--- config.mk ---
export PLATFORM = sky130hd
export DESIGN_NAME = mod_n_updown_counter
export DESIGN_NICKNAME = d
export VERILOG_FILES = /design/src/rtl/irrigation_counter_pkg.sv /design/src/rtl/pulse_edge_detect.sv /design/src/rtl/mod_n_updown_counter.sv
export SDC_FILE = /design/constraint.sdc
export NUM_CORES = 1
export LEC_CHECK = 0
export CELL_PAD_IN_SITES_DETAIL_PLACEMENT = 1
export CELL_PAD_IN_SITES_GLOBAL_PLACEMENT = 1
export CORE_UTILIZATION = 31
export DETAILED_ROUTE_END_ITERATION = 8
export GPL_TIMING_DRIVEN = 0
export PLACE_DENSITY = 0.82
export SLEW_MARGIN = 20
export SYNTH_ARGS = -nofsm -noshare
export SYNTH_HDL_FRONTEND = slang
export SYNTH_SLANG_ARGS = --single-unit
--- constraint.sdc ---
create_clock -name clk -period 3.4 [get_ports clk]
set_input_delay 0.34 -clock clk [delete_from_list [all_inputs] [get_ports clk]]
set_output_delay 0.34 -clock clk [all_outputs]
set_load 0.1 [all_outputs]
--- src/rtl/irrigation_counter_pkg.sv ---
// -----------------------------------------------------------------------------
// irrigation_counter_pkg
//
// Purpose : Constants shared by the irrigation controller's counter blocks.
//           Direction and mode constants give readable names to the 1-bit
//           direction input and the SATURATE parameter. BCD_MODULUS is the
//           default modulus for decade display digits.
// Ports   : none (package)
// -----------------------------------------------------------------------------
package irrigation_counter_pkg;

    // Values of the 'up' input.
    localparam logic DIR_UP   = 1'b1;
    localparam logic DIR_DOWN = 1'b0;

    // Values of the SATURATE parameter.
    localparam int MODE_WRAP = 0;
    localparam int MODE_SAT  = 1;

    // One decimal digit.
    localparam int BCD_MODULUS = 10;

endpackage : irrigation_counter_pkg

--- src/rtl/pulse_edge_detect.sv ---
// -----------------------------------------------------------------------------
// pulse_edge_detect
//
// Purpose : Rising-edge detector for a signal that is already synchronous to
//           clk. It produces a one-cycle 'rise' in the cycle where 'in' is high
//           and was low on the previous clock.
//           The history register resets to 1. A signal that is already high
//           when reset is released is therefore not reported as an edge.
//
// Ports   : clk   in  1  system clock
//           reset in  1  synchronous, active-high reset
//           in    in  1  signal to watch (synchronous to clk)
//           rise  out 1  combinational rising-edge strobe
// -----------------------------------------------------------------------------
module pulse_edge_detect (
    input  logic clk,
    input  logic reset,
    input  logic in,
    output logic rise
);

    logic r_q;

    // NOTE: state registers use non-blocking (<=) so every flop samples the
    // pre-edge values, independent of the order the always blocks execute.
    always_ff @(posedge clk) begin
        if (reset) begin
            r_q <= 1'b1;
        end else begin
            r_q <= in;
        end
    end

    assign rise = in & ~r_q;

endmodule : pulse_edge_detect

--- src/rtl/mod_n_updown_counter.sv ---
// -----------------------------------------------------------------------------
// mod_n_updown_counter
//
// Purpose : Parametrised synchronous modulo-N up/down counter. It supports
//           synchronous load with clamping, wrap or saturate at the ends, and
//           counting either rising edges or the level of 'pulse'. It also has
//           a carry/borrow strobe for building synchronous multi-stage chains.
//           This block generalises the old fixed 4-bit decade counter.
//
// Parameters:
//           MODULUS   number of states, count range 0..MODULUS-1 (>= 2)
//           WIDTH     count width, MODULUS <= 2**WIDTH
//           EDGE_MODE 1 = count rising edges of pulse, 0 = pulse is a level
//                     enable sampled every clock
//           SATURATE  MODE_WRAP = wrap at the ends, MODE_SAT = hold there
//
// Ports   : clk        in  1      system clock
//           reset      in  1      synchronous, active-high reset
//           en         in  1      global count enable
//           pulse      in  1      count source (edge or level)
//           up         in  1      DIR_UP = increment, DIR_DOWN = decrement
//           load       in  1      synchronous load strobe (beats counting)
//           load_value in  WIDTH  value to load, clamped to MODULUS-1
//           count      out WIDTH  current count, registered
//           tc         out 1      terminal count for the current direction
//           carry_out  out 1      one-cycle wrap strobe for cascading
//
// Cascading: connect carry_out to the pulse input of the next stage. Build that
//           stage with EDGE_MODE=0 and the same clk. Every stage then updates
//           on the same edge, with no ripple between stages.
// -----------------------------------------------------------------------------
module mod_n_updown_counter
    import irrigation_counter_pkg::*;
#(
    parameter int MODULUS   = BCD_MODULUS,
    parameter int WIDTH     = 4,
    parameter int EDGE_MODE = 1,
    parameter int SATURATE  = MODE_WRAP
) (
    input  logic             clk,
    input  logic             reset,
    input  logic             en,
    input  logic             pulse,
    input  logic             up,
    input  logic             load,
    input  logic [WIDTH-1:0] load_value,
    output logic [WIDTH-1:0] count,
    output logic             tc,
    output logic             carry_out
);

    // The terminal value is a WIDTH-bit constant. Every compare and every
    // +/-1 therefore stays inside WIDTH bits.
    localparam logic [WIDTH-1:0] TERMINAL = WIDTH'(MODULUS - 1);
    localparam bit               SAT_EN   = (SATURATE == MODE_SAT);

    logic [WIDTH-1:0] r_count;
    logic [WIDTH-1:0] w_count_next;
    logic [WIDTH-1:0] w_load_clamped;
    logic             w_source;
    logic             w_event;
    logic             w_at_top;
    logic             w_at_bottom;

    // ------------------------------------------------------------------
    // Count source: an edge detector, or the raw level.
    // ------------------------------------------------------------------
    generate
        if (EDGE_MODE == 1) begin : g_edge
            // The detector history keeps tracking pulse whatever en and load
            // do. Edges that arrive while en is low are therefore lost.
            pulse_edge_detect u_edge (
                .clk   (clk),
                .reset (reset),
                .in    (pulse),
                .rise  (w_source)
            );
        end else begin : g_level
            assign w_source = pulse;
        end
    endgenerate

    assign w_event = en & w_source;

    // ------------------------------------------------------------------
    // Terminal detection and cascade strobe.
    // ------------------------------------------------------------------
    assign w_at_top    = (r_count == TERMINAL);
    assign w_at_bottom = (r_count == '0);
    assign tc          = (up == DIR_UP) ? w_at_top : w_at_bottom;

    // The strobe fires only when the count really wraps. A load, a reset or
    // saturate mode each stops the wrap, so each one also stops the strobe.
    assign carry_out = w_event & tc & ~load & ~reset & ~SAT_EN;

    // Any value beyond the last state is clamped to the last state.
    assign w_load_clamped = (load_value > TERMINAL) ? TERMINAL : load_value;

    // ------------------------------------------------------------------
    // Next-count logic. Priority: load, then count event, then hold.
    // Reset is applied in the register block.
    // ------------------------------------------------------------------
    always_comb begin
        // NOTE: assign a default before any branch so that no path through
        // this block leaves w_count_next unassigned (which would infer a latch).
        w_count_next = r_count;
        if (load) begin
            w_count_next = w_load_clamped;
        end else if (w_event) begin
            case (up)
                DIR_UP: begin
                    if (!w_at_top) begin
                        w_count_next = r_count + 1'b1;
                    end else if (!SAT_EN) begin
                        w_count_next = '0;
                    end
                end
                DIR_DOWN: begin
                    if (!w_at_bottom) begin
                        w_count_next = r_count - 1'b1;
                    end else if (!SAT_EN) begin
                        w_count_next = TERMINAL;
                    end
                end
                default: w_count_next = r_count;
            endcase
        end
    end

    always_ff @(posedge clk) begin
        if (reset) begin
            r_count <= '0;
        end else begin
            r_count <= w_count_next;
        end
    end

    assign count = r_count;

endmodule : mod_n_updown_counter

==> flow_summary.toml <==
[power_and_ir_drop]
p_leak_nw = 0.223
peakVddDrop_v = 0.000195
p_total_uw = 229
powerDensity_mw_per_mm2 = 376

[detailed_routing]
vias = 467
wirelength_mm = 1.19
antenna_left = 0
drc = 0
vias_per_cell = 5.70
dr.pass1.iters = 4
drtIter0Drc = 7
wl_per_cell_um = 14.5

[timing]
timing.slew.headroom_pct = 33.4
tns_ns = 0
fin_ws_ns = 0.329
final-hold-violation-count = 0
fmax_ghz = 0.326
min_period_over_period_pct = 90.3
drv_slew = 0
skew_ns = 0.000202
tightest_slew_ns = 0.996
finalCriticalPeriod_ns = 3.07
rsz0062_at_grt = "no"
setup_viol = 0

[worst_setup_path]
cp_max_fo = 7
rrSetupSlack_ns = 1.90
required_ns = 3.06
critPathLaunchType = "primary input"
crit_arrival_ns = 2.73
crit_path_end_kind = "output port"
worstSetupPathType = "primary input to output port"

[global_route]
grt_max_degree = 11
antenna_found_initial = 0
grt_pass1_vias = 446
track_usage_pct = 20.2
grt_overflow = 0
grt_pass1_wl_mm = 2.01

[job]
maxCapViolations = 0

[place]
place_hpwl_um = 876
place.gp.congestion = 0.755
dpl_cell_area_um2 = 583
portBuffers = 14
dp_slack_ns = 0.319

[synth]
synth_top_area_share_pct = 24.2
synth_flop_cell = "dfxtp_1"
synth_nets = 60
ys_ff_latch = 5
synth_area_um2 = 414
seq_area_frac_synth_pct = 24.2
synthSimpleGateAreaFrac_pct = 31.4
synth_top_area_cell = "dfxtp_1"
synth-xor-area-share_pct = 6.34
synth_cell_types = 31
syn_inst = 50
synth_compound_area_share_pct = 28.7
async_flop_share_pct = 0
synth_fa_ha_area_share_pct = 0
syn_area_per_cell_um2 = 8.28
synth_top_family_by_area = "simple AND/OR/NAND/NOR gates"
synthMuxAreaShare_pct = 0
synth_edf_count = 0
yosysWarnings = 0
synthTopCellsByArea = "dfxtp_1 24%, a2111o_1 5.4%, o21ai_0 4.8%"

[clocking]
h-tree-depth = 1
cts_buffers = 3
cts-root-buf = "clkbuf_4"
ctsLongestPathBuffers = 2
clk_latency_ns = 0.25
clk_pin_slew_ns = 0.04
post_cts_buffers = 0
holdBufCountCts = 0
cts_resized = 0
clkSinkCount = 5
cts_tree = "yes"

[floorplanning]
die_x_um = 38.6
die-area_mm2 = 0.00149
rows = 12
initial_core_util_pct = 35.4
die_y_um = 38.6
coreArea_mm2 = 0.00117
ios = 16

[finish]
final_common_cell = "clkdlybuf4s50_1"
drive_gt1_share_pct = 17.6
syn_to_final_growth_pct = 47.1
fin_nets = 79
final_area_um2 = 609
num_antenna_cells = 0
utilization_pct = 52.0
mostFrequentLayoutCells = "14 x clkdlybuf4s50_1, 5 x dfxtp_1, 4 x clkbuf_4, 4 x o21ai_0"

[outcome]
status = "finished, final reports clean"

[worst_hold_path]
hold_class = "flop to flop"
==> critical path, stage by stage <==
cell and delay, ns:
clkdlybuf4s50_1 0.54, nor4bb_1 0.43, nand2b_1 0.12, nor4_2 0.14
clkdlybuf4s50_1 1.16
==> flip-flops by register name, summed over array words and instances, names as in the netlist <==
name and flops:
count 4, g_edge.u_edge.r_q 1
==> Yosys cell counts (2+ instances only) <==
cell type / count
a2111o_1: 2
nand2b_1: 2
a21oi_1: 3
o21ai_0: 4
nand3b_1: 2
o311a_1: 2
dfxtp_1: 5
nor2_1: 3
xor2_1: 2
inv_1: 3
nor3_1: 2
==> area by class of cell <==
cell class,count,area [µm²]
flip-flops and latches,5,100
repair buffers,14,140
multi-input cells,38,287
well taps,14,17.5
inverters,3,11.3
plain buffers,4,27.5
clock buffers,4,26.3
fillers,139,562
==> stage by stage <==
stage | hold slack (ns) | instances
detailed placement | 0.666 | 78
finish | 0.672 | 82
global route | 0.730 | 82
floorplan | 0.412 | 50
CTS | 0.676 | 82
global placement | 0.657 | 78
==> where the power goes <==
part           internal [mW]  switching [mW]
Combinational         0.0320          0.0588
Sequential            0.0630         0.00391
Clock                 0.0445          0.0267
Total                  0.140          0.0894
==> kinds of logic (layout without fill, tap and decap cells) <==
group	count (synthesis)	in the layout
simple gates	19	19
compound gates	16	16
buf+inv	7	25
flops	5	5
xor+xnor	3	3
==> layer usage <==
metal | routed length, µm | track usage (%) | up-vias
met2 | 538 | 30.8 | 10
met5 | 0 | 0 | -
met4 | 12 | 5.17 | 0
met1 | 605 | 26.8 | 229
met3 | 28 | 6.98 | 2
li1 | - | - | 226
==> final timing paths <==
path | from | end | cells after the start
worst max-delay path | load | carry_out | 5
worst min-delay path | g_edge.u_edge.r_q | count[3] | 3
worst max register to register | count[1] | count[2] | 4
worst min register to register | g_edge.u_edge.r_q | count[3] | 3
Note: power is estimated with default switching activity, not from simulation.
